<file path="src/rtl/tcdm_bank_responder.sv">
// rtl/tcdm_bank_responder.sv - TCDM request front-end for one SRAM bank with atomic read-modify-write
// and an in-order response FIFO.
package tcdm_bank_responder_pkg;
  localparam int unsigned IdWidth = 6;
  typedef logic [3:0] strb_t;
  typedef logic [3:0] amo_t;
  typedef struct packed {
    logic [IdWidth-1:0] id;
    amo_t               amo;
    logic [31:0]        data;
  } tcdm_payload_t;
  localparam amo_t AmoSwap = 4'd1;
  localparam amo_t AmoAdd  = 4'd2;
  localparam amo_t AmoAnd  = 4'd3;
  localparam amo_t AmoOr   = 4'd4;
  localparam amo_t AmoXor  = 4'd5;
  localparam amo_t AmoMax  = 4'd6;
  localparam amo_t AmoMaxu = 4'd7;
  localparam amo_t AmoMin  = 4'd8;
  localparam amo_t AmoMinu = 4'd9;
endpackage

module tcdm_bank_responder
  import tcdm_bank_responder_pkg::*;
#(
  parameter int unsigned AddrMemWidth = 10,
  parameter int unsigned RespDepth    = 2
) (
  input  logic                    clk_i,
  input  logic                    rst_ni,
  input  logic                    in_valid_i,
  output logic                    in_ready_o,
  input  logic [AddrMemWidth-1:0] in_address_i,
  input  logic                    in_write_i,
  input  strb_t                   in_be_i,
  input  tcdm_payload_t           in_payload_i,
  output logic                    out_valid_o,
  input  logic                    out_ready_i,
  output tcdm_payload_t           out_payload_o,
  output logic                    mem_req_o,
  output logic                    mem_we_o,
  output logic [AddrMemWidth-1:0] mem_addr_o,
  output strb_t                   mem_be_o,
  output logic [31:0]             mem_wdata_o,
  input  logic [31:0]             mem_rdata_i
);

  localparam int unsigned PtrW = $clog2(RespDepth);
  localparam int unsigned CntW = $clog2(RespDepth + 1);
  localparam logic [0:0] StIdle   = 1'b0;
  localparam logic [0:0] StAmoRmw = 1'b1;

  if (RespDepth < 2) begin : g_depth_check
    $error("RespDepth must be at least 2");
  end

  typedef struct packed {
    logic [IdWidth-1:0] id;
    logic [31:0]        data;
  } resp_t;

  logic [0:0]              state_q, state_d;
  logic                    inflight_q, inflight_d;
  logic [IdWidth-1:0]      req_id_q;
  logic                    req_write_q;
  logic [AddrMemWidth-1:0] amo_addr_q;
  amo_t                    amo_op_q;
  logic [31:0]             amo_operand_q;
  resp_t                   fifo_q [RespDepth];
  logic [PtrW-1:0]         wr_ptr_q, rd_ptr_q;
  logic [CntW-1:0]         count_q;

  logic        is_amo, accept, push, pop;
  logic [CntW:0] occupancy;
  logic [31:0] amo_result;
  resp_t       push_data;

  function automatic logic [PtrW-1:0] ptr_next(input logic [PtrW-1:0] p);
    return (p == PtrW'(RespDepth - 1)) ? '0 : p + 1'b1;
  endfunction

  assign is_amo     = (in_payload_i.amo >= AmoSwap) && (in_payload_i.amo <= AmoMinu);
  assign pop        = out_valid_o && out_ready_i;
  // Count a response that is still one cycle away from the FIFO as already occupying a slot.
  assign occupancy  = {1'b0, count_q} + (CntW+1)'(inflight_q) - (CntW+1)'(pop);
  assign in_ready_o = rst_ni && (state_q == StIdle) && (occupancy < (CntW+1)'(RespDepth));
  assign accept     = in_valid_i && in_ready_o;

  assign state_d    = (accept && is_amo) ? StAmoRmw : StIdle;
  assign inflight_d = accept && !is_amo;
  assign push       = inflight_q || (state_q == StAmoRmw);

  always_comb begin
    amo_result = mem_rdata_i;
    unique case (amo_op_q)
      AmoSwap: amo_result = amo_operand_q;
      AmoAdd:  amo_result = mem_rdata_i + amo_operand_q;
      AmoAnd:  amo_result = mem_rdata_i & amo_operand_q;
      AmoOr:   amo_result = mem_rdata_i | amo_operand_q;
      AmoXor:  amo_result = mem_rdata_i ^ amo_operand_q;
      AmoMax:  amo_result = ($signed(mem_rdata_i) > $signed(amo_operand_q)) ? mem_rdata_i : amo_operand_q;
      AmoMaxu: amo_result = (mem_rdata_i > amo_operand_q) ? mem_rdata_i : amo_operand_q;
      AmoMin:  amo_result = ($signed(mem_rdata_i) < $signed(amo_operand_q)) ? mem_rdata_i : amo_operand_q;
      AmoMinu: amo_result = (mem_rdata_i < amo_operand_q) ? mem_rdata_i : amo_operand_q;
      default: amo_result = mem_rdata_i;
    endcase
  end

  always_comb begin
    mem_req_o   = accept;
    mem_we_o    = accept && in_write_i && !is_amo;
    mem_addr_o  = in_address_i;
    mem_be_o    = is_amo ? 4'hF : in_be_i;
    mem_wdata_o = in_payload_i.data;
    if (state_q == StAmoRmw) begin
      mem_req_o   = 1'b1;
      mem_we_o    = 1'b1;
      mem_addr_o  = amo_addr_q;
      mem_be_o    = 4'hF;
      mem_wdata_o = amo_result;
    end
  end

  always_comb begin
    push_data.id   = req_id_q;
    push_data.data = (req_write_q && (state_q == StIdle)) ? 32'h0 : mem_rdata_i;
  end

  always_ff @(posedge clk_i or negedge rst_ni) begin
    if (!rst_ni) begin
      state_q    <= StIdle;
      inflight_q <= 1'b0;
      wr_ptr_q   <= '0;
      rd_ptr_q   <= '0;
      count_q    <= '0;
    end else begin
      state_q    <= state_d;
      inflight_q <= inflight_d;
      if (push) wr_ptr_q <= ptr_next(wr_ptr_q);
      if (pop)  rd_ptr_q <= ptr_next(rd_ptr_q);
      count_q <= count_q + CntW'(push) - CntW'(pop);
    end
  end

  always_ff @(posedge clk_i) begin
    if (accept) begin
      req_id_q      <= in_payload_i.id;
      req_write_q   <= in_write_i;
      amo_addr_q    <= in_address_i;
      amo_op_q      <= in_payload_i.amo;
      amo_operand_q <= in_payload_i.data;
    end
    if (push) fifo_q[wr_ptr_q] <= push_data;
  end

  always_comb begin
    out_valid_o        = (count_q != '0);
    out_payload_o.id   = fifo_q[rd_ptr_q].id;
    out_payload_o.amo  = '0;
    out_payload_o.data = fifo_q[rd_ptr_q].data;
  end

  assert property (@(posedge clk_i) disable iff (!rst_ni) !(push && (count_q == CntW'(RespDepth))))
    else $error("response pushed into full FIFO");

endmodule
</file>
<file path="config.mk">
export PLATFORM = sky130hd
export DESIGN_NAME = tcdm_bank_responder
export DESIGN_NICKNAME = d
export VERILOG_FILES = /design/src/rtl/tcdm_bank_responder.sv
export SDC_FILE = /design/constraint.sdc
export NUM_CORES = 1
export LEC_CHECK = 0
export ABC_CLOCK_PERIOD_IN_PS = 8300
export CAP_MARGIN = 20
export CORE_MARGIN = 3
export CORE_UTILIZATION = 50
export DETAILED_ROUTE_END_ITERATION = 12
export PLACE_DENSITY_LB_ADDON = 0.2
export SLEW_MARGIN = 20
export SYNTH_ARGS = -nofsm -noshare
export SYNTH_HDL_FRONTEND = slang
export SYNTH_SLANG_ARGS = --single-unit
</file>
<file path="constraint.sdc">
create_clock -name clk_i -period 8.3 [get_ports clk_i]
set_clock_uncertainty 0.05 [all_clocks]
set_input_delay 2.49 -clock clk_i [delete_from_list [all_inputs] [get_ports clk_i]]
set_output_delay 2.49 -clock clk_i [all_outputs]
set_load 0.01 [all_outputs]
</file>
---- After elaboration in Yosys (flattened, before gate mapping) ----
Memory sizes are Yosys's and may differ from the RTL's.
Index checks and enable logic that the tools add are counted.
word-level totals
  bits of input ports ..................... 93
  output and inout bits ................... 92
  memories ................................ 1
  flip-flop bits (word level) ............. 59
  bits in writable memories ............... 76
  logic and storage cells ................. 68
operators by class
  bitwise logic cells ..................... 4
  eq/ne operators ......................... 9
  mux-type cells .......................... 17
  reductions and logical operators ........ 13
  $lt $le $gt $ge ......................... 7
  add/subtract/negate cells ............... 7
memory list
  memory  words  width  read ports  clocked after Yosys merged registers in  write ports  RTL line  text
  fifo_q  2      38     1           0                                        1            69        resp_t fifo_q [RespDepth];
operators by type and width
  operator                                                                             number
  32-bit case mux with 9 select lines                                                  1
  32-bit two-way mux                                                                   6
  32-bit greater-than comparator                                                       2
  32-bit less-than comparator                                                          2
  32-bit adder                                                                         1
  32-bit AND                                                                           1
  32-bit OR                                                                            1
  32-bit bitwise XOR                                                                   1
  4-bit by 3-bit == test with 1-bit output, second input constant                      4
  1-bit logical AND                                                                    10
  10-bit two-way mux                                                                   1
  4-bit by 2-bit == test with 1-bit output, second input constant                      2
  4-bit == test, second input constant                                                 2
  4-bit two-way mux                                                                    2
  1-bit two-way mux                                                                    7
  4-bit by 1-bit == test with 1-bit output, second input constant                      1
  4-bit by 1-bit greater-or-equal comparator with 1-bit output, second input constant  1
  4-bit <= comparator, second input constant                                           1
  2-bit by 1-bit adder with 3-bit output                                               1
  3-bit by 2-bit less-than comparator with 1-bit output, second input constant         1
  3-bit by 1-bit subtractor with 3-bit output                                          1
  1-bit adder, second input constant                                                   2
  2-bit by 1-bit adder with 2-bit output                                               1
  2-bit nonzero test                                                                   1
  other kinds (4)                                                                      4

---- Depth between registers and ports, before layout ----
Gate-level depths: netlist of the first run.
  depth in word-level cells ............... 9
  gate-level depth with buffers ........... 14
  depth with buffers taken out ............ 11

---- Worst setup path after synthesis of the first run ----
Ideal clock, no wire load.
  path kind ............................... input-to-output
  start ................................... in mem_rdata_i[11]
  end ..................................... out mem_wdata_o[17]
  setup slack ............................. 528 ps
  data arrival time ....................... 5232 ps
  required time ........................... 5760 ps
  cell stages on the path ................. 13
  buffers on the path ..................... 2
  cells stage by stage .................... inv_1 -> ha_1 -> clkbuf_1 -> nor4_1 -> nand4_1 -> o221ai_1 -> o31ai_1 -> a211o_1 -> o21a_1 -> or3_1 -> buf_6 -> a2111oi_0 -> nor3_1
between the ends
  longest elaborated chain between the ends .. 4
  elaborated cells between the ends (all ways) .. 11
  classes of those cells .................. 1 x add/sub; 4 x order compare; 6 x mux
RTL lines
  element                                              RTL line  text
  start: declaration                                   45        input logic [31:0] mem_rdata_i
  32-bit less-than comparator (tied with other cells)  104       AmoMinu: amo_result = (mem_rdata_i < amo_operand_q) ? mem_rdata_i : amo_operand_q;
  32-bit two-way mux (on tied branches)                n/a
  32-bit case mux with 9 select lines (*)              95        unique case (amo_op_q)
  32-bit two-way mux (*)                               115       if (state_q == StAmoRmw) begin
  end: declaration                                     44        output logic [31:0] mem_wdata_o,
Every way passes the cells marked *; elsewhere a longest branch is shown, timed or not.

---- Worst setup path in the final report of the first run ----
  start ................................... in mem_rdata_i[23]
  end ..................................... out mem_wdata_o[29]
The elaborated chain is that of the path after synthesis.

==> impl_metrics.json, run 1 <==
{
  "ys.flop_type": "edfxtp_1",
  "grt_util_all_layers_pct": 30.6,
  "coreArea_sq_um": 19700,
  "crit_chain": "clkdlybuf4s15_1 -> inv_2 -> ha_4 -> nor4_4 -> buf_4 -> nand3_1 -> a21oi_2 -> or4_4 -> and2_4 -> o31a_1 -> or3_4 -> buf_6 -> buf_4 -> a221oi_2 -> a21oi_1 -> buf_2",
  "dieArea_sq_um": 22100,
  "worstSetupStartpointType": "input port",
  "stdcell_count": 1631,
  "wl_mm": 34.6,
  "fmax_mhz": 121,
  "cts-root-buf": "clkbuf_16",
  "synth.area.top_cells": "edfxtp_1 (38%), ha_1 (12%), mux2_2 (5.6%), inv_1 (3.1%), a21oi_1 (3.1%)",
  "core.rowCount": 51,
  "drtAntennaViolNets": 0,
  "cp_top_family": "simple AND/OR/NAND/NOR gates",
  "slew_headroom_pct": 27.2,
  "start_util_pct": 51.7,
  "setup_viol": 0,
  "dp_cells": 1588,
  "grt_max_degree": 44,
  "worstHoldPathType": "register to register",
  "path_buf_inv": 6,
  "critPathMaxStageDelay_ns": 0.55,
  "p_per_area_nw_per_um2": 217,
  "synth_edf_count": 129,
  "drv_slew": 0,
  "nets": 1546,
  "final_area_sq_um": 14800,
  "boundaryPins": 185,
  "finalHoldViolCount": 0,
  "avgViaCountPerCell": 6.03,
  "syn_inst": 1042,
  "fillers": 1368,
  "path_clk_slew_ns": 0.07,
  "synth-seq-area-share_pct": 39.5,
  "worstPathRequired_ns": 5.76,
  "fp.dieH_um": 149,
  "syn-cell-area_sq_um": 10200,
  "power.leakage_nw": 5.98,
  "first_iter_violations": 1118,
  "yosysUniqueCellTypes": 68,
  "postSynthAreaPerCell_sq_um": 9.77,
  "peakVddDrop_uv": 154,
  "drive_above_1_share_pct": 31.4,
  "yosysWarnings": 0,
  "synth-seq-cells": 135,
  "drc": 0,
  "cts_buffers": 17,
  "final_common_cell": "buf_4",
  "period_needed_ns": 8.27,
  "cp_slowest_cell": "or4_4",
  "synth_top_area_share_pct": 38.0,
  "cts.sinks": 135,
  "synthArstFlopShare_pct": 4.44,
  "hold_buffers": 0,
  "port-buffer-count": 180,
  "final_cell_mix": "buf_4 (168), edfxtp_1 (129), clkdlybuf4s50_1 (117)",
  "critPathKind": "input port to output port",
  "path_max_fanout": 5,
  "drt_pass1_iterations": 7,
  "period_share_pct": 99.7,
  "cts_tree": "done",
  "antenna_found_initial": 3,
  "hpwl_mm": 24.1,
  "areaGrowthSynthToFinish_pct": 45.1,
  "first_global_vias": 9468,
  "worst_setup_path_end_kind": "output port",
  "cts_max_level": 4,
  "wl_per_cell_um": 21.2,
  "clock_path_buffers": 2,
  "worstPathArrival_ns": 5.73,
  "clock_latency_ns": 0.43,
  "drv_cap": 0,
  "cp_common_cell": "buf_4",
  "die_w_um": 149,
  "yosysTopAreaCell": "edfxtp_1",
  "vias": 9842,
  "status": "finished, final reports clean",
  "grt_pass1_wl_mm": 52.3,
  "gp_congestion": 0.963,
  "tightest_slew_ns": 1.09,
  "overflow": 0,
  "place_area_sq_um": 13300
}
==> report_power, final <==
part	leakage (nW)	switching [mW]	total [mW]	internal [mW]
sequential	1.25	0.101	0.975	0.874
combinational	4.44	0.738	1.46	0.721
clock	0.289	0.366	0.773	0.407
==> timing repair <==
action,4_1_cts,5_1_grt
endpoints found under the setup margin,32,32
pin swaps,32,21
resized for setup,216,77
setup buffers,7,3
==> synthesized netlist by cell type, types with 7 or more instances <==
| cell type | count |
|---|---|
| a211oi_1 | 12 |
| nand3_1 | 11 |
| edfxtp_1 | 129 |
| a2111oi_0 | 8 |
| a21oi_1 | 63 |
| a31oi_1 | 12 |
| nand2_1 | 67 |
| o211ai_1 | 15 |
| and3_1 | 10 |
| and2_1 | 38 |
| a21o_1 | 18 |
| o22ai_1 | 30 |
| buf_2 | 10 |
| ha_1 | 99 |
| o2111ai_1 | 9 |
| nor2b_1 | 9 |
| nor3_1 | 22 |
| xor2_1 | 9 |
| mux2_2 | 51 |
| nor4_1 | 10 |
| clkbuf_1 | 46 |
| a221oi_1 | 32 |
| nor2_1 | 70 |
| inv_1 | 85 |
| xnor2_1 | 11 |
| o21ai_0 | 43 |
| nand2b_1 | 8 |
| mux2i_1 | 7 |
| a22oi_1 | 9 |
==> sequential cells by signal, summed over array words and instances, names as in the netlist <==
register and cells:
amo_operand_q 32, req_id_q 6, req_write_q 1, amo_addr_q 10, count_q 2, fifo_q 76, inflight_q 1, state_q 1
amo_op_q 4, rd_ptr_q 1, wr_ptr_q 1
==> worst register-to-register path, cell delays in order, from the launching register on <==
cell and delay (ns):
dfrtp_1 0.44, or2_2 0.32, and2_1 0.20, ha_1 0.27, nand2b_1 0.15, fa_1 0.38
xor2_1 0.15, nor3_1 0.29, nand2_1 0.17, inv_2 0.51, buf_4 0.54
==> logic make-up after synthesis <==
family / share of synthesized area, %
AO/OA/AOI/OAI: 20.3
AND/OR/NAND/NOR: 13.4
buffers and inverters: 6.13
flip-flops: 39.5
adder cells (fa/ha/maj): 12.6
multiplexers: 6.33
XOR/XNOR: 1.72
other: 0.0368
==> layer usage <==
| metal | track usage, % | part of all wire, % |
|---|---|---|
| met2 | 46.3 | 45 |
| met4 | 8.13 | 1.8 |
| met5 | 0 | 0.12 |
| met1 | 42.7 | 42 |
| met3 | 9.84 | 11 |
==> cell type report <==
class                      count  area (sq um)  share of cell area [%]
timing repair buffer         355          3090                    20.9
inverter                      87           327                    2.21
multi-input combinational    756          6400                    43.3
tap                          265           332                    2.24
clock inverter                15           181                    1.23
antenna                        1          2.50                  0.0169
clock buffer                  17           425                    2.88
sequential                   135          4030                    27.2
==> worst paths after layout <==
path	from	cells past startpoint	endpoint	slack, ns
setup / recovery	mem_rdata_i[23]	16	mem_wdata_o[29]	0.03
setup reg to reg	count_q[1]$_DFF_PN0_	10	amo_operand_q[11]$_DFFE_PP_	4.44
hold reg to reg	req_id_q[2]$_DFFE_PP_	0	fifo_q[0][34]$_DFFE_PP_	0.40
min in group asynchronous	rst_ni	1	rd_ptr_q$_DFFE_PN0P_	2.25
hold / removal	req_id_q[2]$_DFFE_PP_	0	fifo_q[0][34]$_DFFE_PP_	0.40
max in group asynchronous	rst_ni	1	state_q$_DFF_PN0_	5.70
==> stage by stage <==
step	hold WS [ns]	power, mW	setup TNS, ns	worst slack [ns]	utilization, %
5_1_grt	0.416	3.36	-0.142	-0.0858	75.0
2_1_floorplan	0.371	1.66	0	0.528	-
4_1_cts	0.400	3.15	-0.219	-0.0970	73.7
3_3_place_gp	0.372	2.27	-21.08	-0.803	67.4
3_5_place_dp	0.384	2.29	-24.09	-0.892	67.5
6_report	0.396	3.21	0	0.0281	75.0
No activity file was read; power rests on OpenSTA's default activity.
==> inputs of run 2 (changes only) <==
--- a/config.mk
+++ b/config.mk
@@ -10,6 +10,8 @@
 export CORE_MARGIN = 3
 export CORE_UTILIZATION = 50
 export DETAILED_ROUTE_END_ITERATION = 12
+export GPL_TIMING_DRIVEN = 0
+export HOLD_SLACK_MARGIN = 0.05
 export PLACE_DENSITY_LB_ADDON = 0.2
 export SLEW_MARGIN = 20
 export SYNTH_ARGS = -nofsm -noshare
==> run 2 against run 1 <==
Core utilization decreased by 4.0 points. Clock power decreased by 3.0%. Cell area decreased by 5.3%. Fmax increased by 0.16%. Routed wire length increased by 3.2%. Critical path depth decreased by 3. Combinational power about the same. Critical endpoint is now mem_wdata_o[5]. Sequential power decreased by 4.7%. Register-to-register slack improved by 0.50 ns.
==> impl_metrics.json, run 2 (same netlist as run 1, synthesis figures left out) <==
{
  "status": "finished, final reports clean",
  "first_iter_violations": 1021,
  "boundaryPins": 185,
  "overflow": 0,
  "clock_latency_ns": 0.43,
  "fillers": 1499,
  "peakVddDrop_uv": 160,
  "first_global_vias": 9373,
  "period_needed_ns": 8.26,
  "fmax_mhz": 121,
  "final_cell_mix": "edfxtp_1 (129), clkdlybuf4s50_1 (116), inv_1 (79)",
  "gp_congestion": 0.953,
  "areaGrowthSynthToFinish_pct": 37.4,
  "critPathKind": "input port to output port",
  "path_max_fanout": 10,
  "die_w_um": 149,
  "p_per_area_nw_per_um2": 224,
  "avgViaCountPerCell": 6.16,
  "dieArea_sq_um": 22100,
  "antenna_found_initial": 0,
  "drtAntennaViolNets": 0,
  "period_share_pct": 99.5,
  "largest_reg_flops": 76,
  "grt_util_all_layers_pct": 31.5,
  "slew_headroom_pct": 30.4,
  "grt_max_degree": 43,
  "reg_top3": "fifo_q x76, amo_operand_q x32, amo_addr_q x10",
  "cts.sinks": 135,
  "rsz0062_at_grt": "true",
  "drive_above_1_share_pct": 23.9,
  "final_area_sq_um": 14000,
  "utilization_pct": 71.0,
  "setup_viol": 0,
  "hpwl_mm": 25.0,
  "wl_per_cell_um": 23.1,
  "drv_slew": 0,
  "clock_path_buffers": 2,
  "tightest_slew_ns": 1.04,
  "worst_setup_path_end_kind": "output port",
  "worstSetupStartpointType": "input port",
  "vias": 9535,
  "port-buffer-count": 180,
  "hold_buffers": 0,
  "worstPathArrival_ns": 5.72,
  "drt_pass1_iterations": 6,
  "cts_tree": "done",
  "fp.dieH_um": 149,
  "path_clk_slew_ns": 0.07,
  "coreArea_sq_um": 19700,
  "antenna_cells": 0,
  "wl_mm": 35.7,
  "place_area_sq_um": 12400,
  "drc": 0,
  "cts_max_level": 4,
  "worstHoldPathType": "register to register",
  "cts-root-buf": "clkbuf_16",
  "power.leakage_nw": 5.43,
  "finalHoldViolCount": 0,
  "start_util_pct": 51.7,
  "fin_tns_setup_ns": 0,
  "grt_pass1_wl_mm": 53.4,
  "nets": 1464,
  "cts_buffers": 17,
  "core.rowCount": 51,
  "top_register": "fifo_q",
  "final_common_cell": "edfxtp_1",
  "drv_cap": 0,
  "worstPathRequired_ns": 5.76
}
[run 2: worst paths after layout]
| kind | from | end | slack (ns) | cells after the start |
|---|---|---|---|---|
| max | mem_rdata_i[20] | mem_wdata_o[5] | 0.04 | 13 |
| min | req_id_q[1]$_DFFE_PP_ | fifo_q[0][33]$_DFFE_PP_ | 0.40 | 0 |
| max reg2reg | count_q[1]$_DFF_PN0_ | amo_operand_q[21]$_DFFE_PP_ | 4.94 | 10 |
| min reg2reg | req_id_q[1]$_DFFE_PP_ | fifo_q[0][33]$_DFFE_PP_ | 0.40 | 0 |
| max in group asynchronous | rst_ni | state_q$_DFF_PN0_ | 5.69 | 1 |
| min in group asynchronous | rst_ni | count_q[1]$_DFF_PN0_ | 2.26 | 1 |
[run 2: where the power goes]
| group | switching [mW] | leakage [nW] | total [mW] | internal [mW] |
|---|---|---|---|---|
| Sequential | 0.0556 | 1.25 | 0.929 | 0.873 |
| Clock | 0.348 | 0.285 | 0.750 | 0.402 |
| Combinational | 0.800 | 3.90 | 1.45 | 0.654 |
| Total | 1.20 | 5.43 | 3.13 | 1.93 |
[run 2: final cells by class]
cell class                 instances  area [sq um]  area share [%]
inverter                          87           333            2.38
buffer                            58           335            2.40
tap                              265           332            2.37
multi-input combinational        756          6410            45.8
sequential                       135          4020            28.8
clock inverter                    15           156            1.12
clock buffer                      17           425            3.04
timing repair buffer             215          1970            14.1
[run 2: critical path, stage by stage]
cell and delay [ns]:
clkdlybuf4s15_2 0.27, ha_2 0.25, nor2b_1 0.13, o21ai_1 0.15, a21oi_2 0.11, or4_4 0.60
and2_4 0.20, o31a_1 0.32, or3_4 0.48, buf_12 0.20, a221oi_2 0.28, nor2_1 0.08
buf_2 0.14
[run 2: through the flow]
stage / total power [mW] / cells / hold slack (ns) / worst slack [ns]
floorplan: 1.66 / 1045 / 0.371 / 0.528
global route: 3.28 / 1548 / 0.421 / -0.0329
finish: 3.13 / 1548 / 0.405 / 0.0416
CTS: 3.08 / 1536 / 0.407 / -0.0788
detailed placement: 2.20 / 1493 / 0.390 / -1.97
global placement: 2.17 / 1490 / 0.372 / -1.97
[run 2: timing repair]
item                       4_1_cts  5_1_grt
cloned                           0        0
setup endpoints to repair       32       29
setup buffers                   19       13
gates resized for setup        322       84
pin swaps                       33       22
[run 2: routing by layer]
metal | global-route usage, % | part of all wire [%] | vias to the layer above
li1 | - | - | 4333
met1 | 43.1 | 42 | 4646
met4 | 11.5 | 2.6 | 0
met3 | 5.79 | 8.7 | 84
met5 | 0 | 0 | -
met2 | 50.2 | 46 | 472
==> inputs of run 3 (changes only) <==
--- a/config.mk
+++ b/config.mk
@@ -13,7 +13,7 @@
 export GPL_TIMING_DRIVEN = 0
 export HOLD_SLACK_MARGIN = 0.05
 export PLACE_DENSITY_LB_ADDON = 0.2
-export SLEW_MARGIN = 20
+export SLEW_MARGIN = 5
 export SYNTH_ARGS = -nofsm -noshare
 export SYNTH_HDL_FRONTEND = slang
 export SYNTH_SLANG_ARGS = --single-unit
==> run 3 against run 2 <==
The run now ends with negative setup slack left. First-iteration DRC count fell by 0.29%. Worst hold slack worse by 0.0050 ns. Clock power up 2%. Sequential power hardly changed. Setup slack got worse by 0.059 ns. Clock-buffer cell count stayed put. Critical endpoint is now mem_wdata_o[14]. Core utilization rose by 0.48 points. Die area is the same. Total power up 1.4%. Register-to-register slack got worse by 0.32 ns. Combinational power about the same.
==> impl_metrics.json, run 3 (same netlist as run 1, synthesis figures left out) <==
{
  "worstPathArrival_ns": 5.78,
  "drt_pass1_iterations": 6,
  "worstReg2RegStart": "count_q[1]$_DFF_PN0_",
  "drive_above_1_share_pct": 23.5,
  "finalHoldViolCount": 0,
  "cts_tree": "done",
  "antenna_cells": 0,
  "vias": 9677,
  "final_common_cell": "edfxtp_1",
  "overflow": 0,
  "worstHoldPathType": "register to register",
  "areaGrowthSynthToFinish_pct": 38.3,
  "combPwrFrac_pct": 46.5,
  "period_needed_ns": 8.32,
  "clock_path_buffers": 2,
  "whs_ns": 0.400,
  "core.rowCount": 51,
  "reg_top3": "fifo_q x76, amo_operand_q x32, amo_addr_q x10",
  "cts_max_level": 4,
  "grt_max_degree": 29,
  "start_util_pct": 51.7,
  "path_clk_slew_ns": 0.07,
  "dieArea_sq_um": 22100,
  "drc": 0,
  "critPathLaunch": "mem_rdata_i[27]",
  "grt_util_all_layers_pct": 31.6,
  "cts_buffers": 17,
  "rr_endpoint": "amo_operand_q[19]$_DFFE_PP_",
  "drtAntennaViolNets": 0,
  "top_register": "fifo_q",
  "avgViaCountPerCell": 6.23,
  "r2r_slack_ns": 4.62,
  "port-buffer-count": 180,
  "swShare_pct": 38.4,
  "critPathKind": "input port to output port",
  "die_w_um": 149,
  "drv_slew": 0,
  "place_area_sq_um": 12400,
  "largest_reg_flops": 76,
  "peakVddDrop_uv": 156,
  "whs_endpoint": "fifo_q[0][36]$_DFFE_PP_",
  "tightest_slew_ns": 1.02,
  "hold_buffers": 0,
  "fp.dieH_um": 149,
  "fmax_mhz": 120,
  "final_area_sq_um": 14100,
  "slew_headroom_pct": 31.9,
  "wl_mm": 35.9,
  "nets": 1470,
  "worstSetupStartpointType": "input port",
  "clkPwrFrac_pct": 24.2,
  "boundaryPins": 185,
  "first_iter_violations": 1018,
  "worst_setup_path_end_kind": "output port",
  "whs_path_depth": 0,
  "hpwl_mm": 25.1,
  "setup_viol": 1,
  "min-delay-start": "req_id_q[4]$_DFFE_PP_",
  "cts.sinks": 135,
  "clock_latency_ns": 0.43,
  "grt_pass1_wl_mm": 53.7,
  "cts-root-buf": "clkbuf_16",
  "p_per_area_nw_per_um2": 225,
  "rr_worst_depth": 10,
  "antenna_found_initial": 0,
  "first_global_vias": 9393,
  "p_int_mw": 1.96,
  "status": "complete, but fails checks",
  "wl_per_cell_um": 23.1,
  "failed_checks": "negative setup slack",
  "path_max_fanout": 10,
  "gp_congestion": 0.953,
  "coreArea_sq_um": 19700,
  "period_share_pct": 100,
  "power.leakage_nw": 5.48,
  "drv_cap": 0,
  "final_cell_mix": "edfxtp_1 (129), clkdlybuf4s50_1 (116), inv_1 (78)",
  "worstPathRequired_ns": 5.76,
  "p_seq_share_pct": 29.3,
  "setup_ws_ns": -0.0176,
  "switchingPower_mw": 1.22
}
-- run 3: cell count changes in the layout (fill, tap and decap cells not counted), moves of 3 or more --
cell	previous run	this run
clkbuf_4	4	7
clkdlybuf4s15_2	5	2
buf_6	13	18
a221oi_2	17	14
buf_12	2	6
buf_4	41	37
dlygate4sd2_1	17	14
ha_2	7	3
-- run 3: repair_timing --
item / 4_1_cts / 5_1_grt
setup endpoints to repair: 32 / 32
gates resized for setup: 322 / 90
cloned: 0 / 1
buffers inserted: 25 / 11
pin swaps: 37 / 39
-- run 3: critical path, cell delays in order --
cell           delay, ns
buf_8               0.10
inv_1               0.04
ha_1                0.29
buf_6               0.14
inv_1               0.08
a21oi_1             0.17
a21boi_2            0.09
or4_4               0.53
buf_4               0.17
nor3b_4             0.27
buf_4               0.18
nor4_4              0.04
or2_4               0.29
buf_6               0.20
a211oi_2            0.27
a21oi_2             0.11
dlygate4sd2_1       0.29
-- run 3: worst max path at each step --
stage / slack (ns) / endpoint
CTS: -0.08 / mem_wdata_o[1]
detailed placement: -1.94 / mem_wdata_o[14]
global route: -0.07 / mem_wdata_o[25]
global placement: -1.97 / mem_wdata_o[14]
floorplan: 0.53 / mem_wdata_o[17]
finish: -0.02 / mem_wdata_o[14]
-- run 3: power groups by stage --
stage | clock network [mW] | registers (mW) | logic, mW
floorplan | 0 | 0.926 | 0.729
global placement | 0 | 0.941 | 1.23
detailed placement | 0 | 0.939 | 1.27
CTS | 0.775 | 0.927 | 1.40
global route | 0.803 | 0.941 | 1.58
finish | 0.767 | 0.931 | 1.48
-- run 3: per-layer routing --
metal	part of all wire [%]	global-route usage, %
met5	0	0
met4	3.2	10.6
met3	9.5	6.19
met2	46	50.4
met1	41	43.4
-- run 3: final cells by class --
| type | count | area [sq um] |
|---|---|---|
| Buffer | 58 | 347 |
| Clock buffer | 17 | 425 |
| Clock inverter | 15 | 175 |
| Fill cell | 1462 | 5630 |
| Inverter | 87 | 333 |
| Multi-Input combinational cell | 756 | 6370 |
| Sequential cell | 135 | 4020 |
| Tap cell | 265 | 332 |
| Timing Repair Buffer | 221 | 2080 |
-- run 3: stage by stage --
stage | setup slack (ns) | cells | TNS [ns] | utilization [%] | power (mW)
after floorplan | 0.528 | 1045 | 0 | - | 1.66
after global placement | -1.97 | 1490 | -52.31 | 62.5 | 2.17
after detailed placement | -1.94 | 1494 | -51.00 | 63.0 | 2.20
after CTS | -0.0831 | 1543 | -0.171 | 69.7 | 3.10
after global routing | -0.0692 | 1554 | -0.582 | 71.5 | 3.32
final | -0.0176 | 1554 | -0.0176 | 71.5 | 3.18
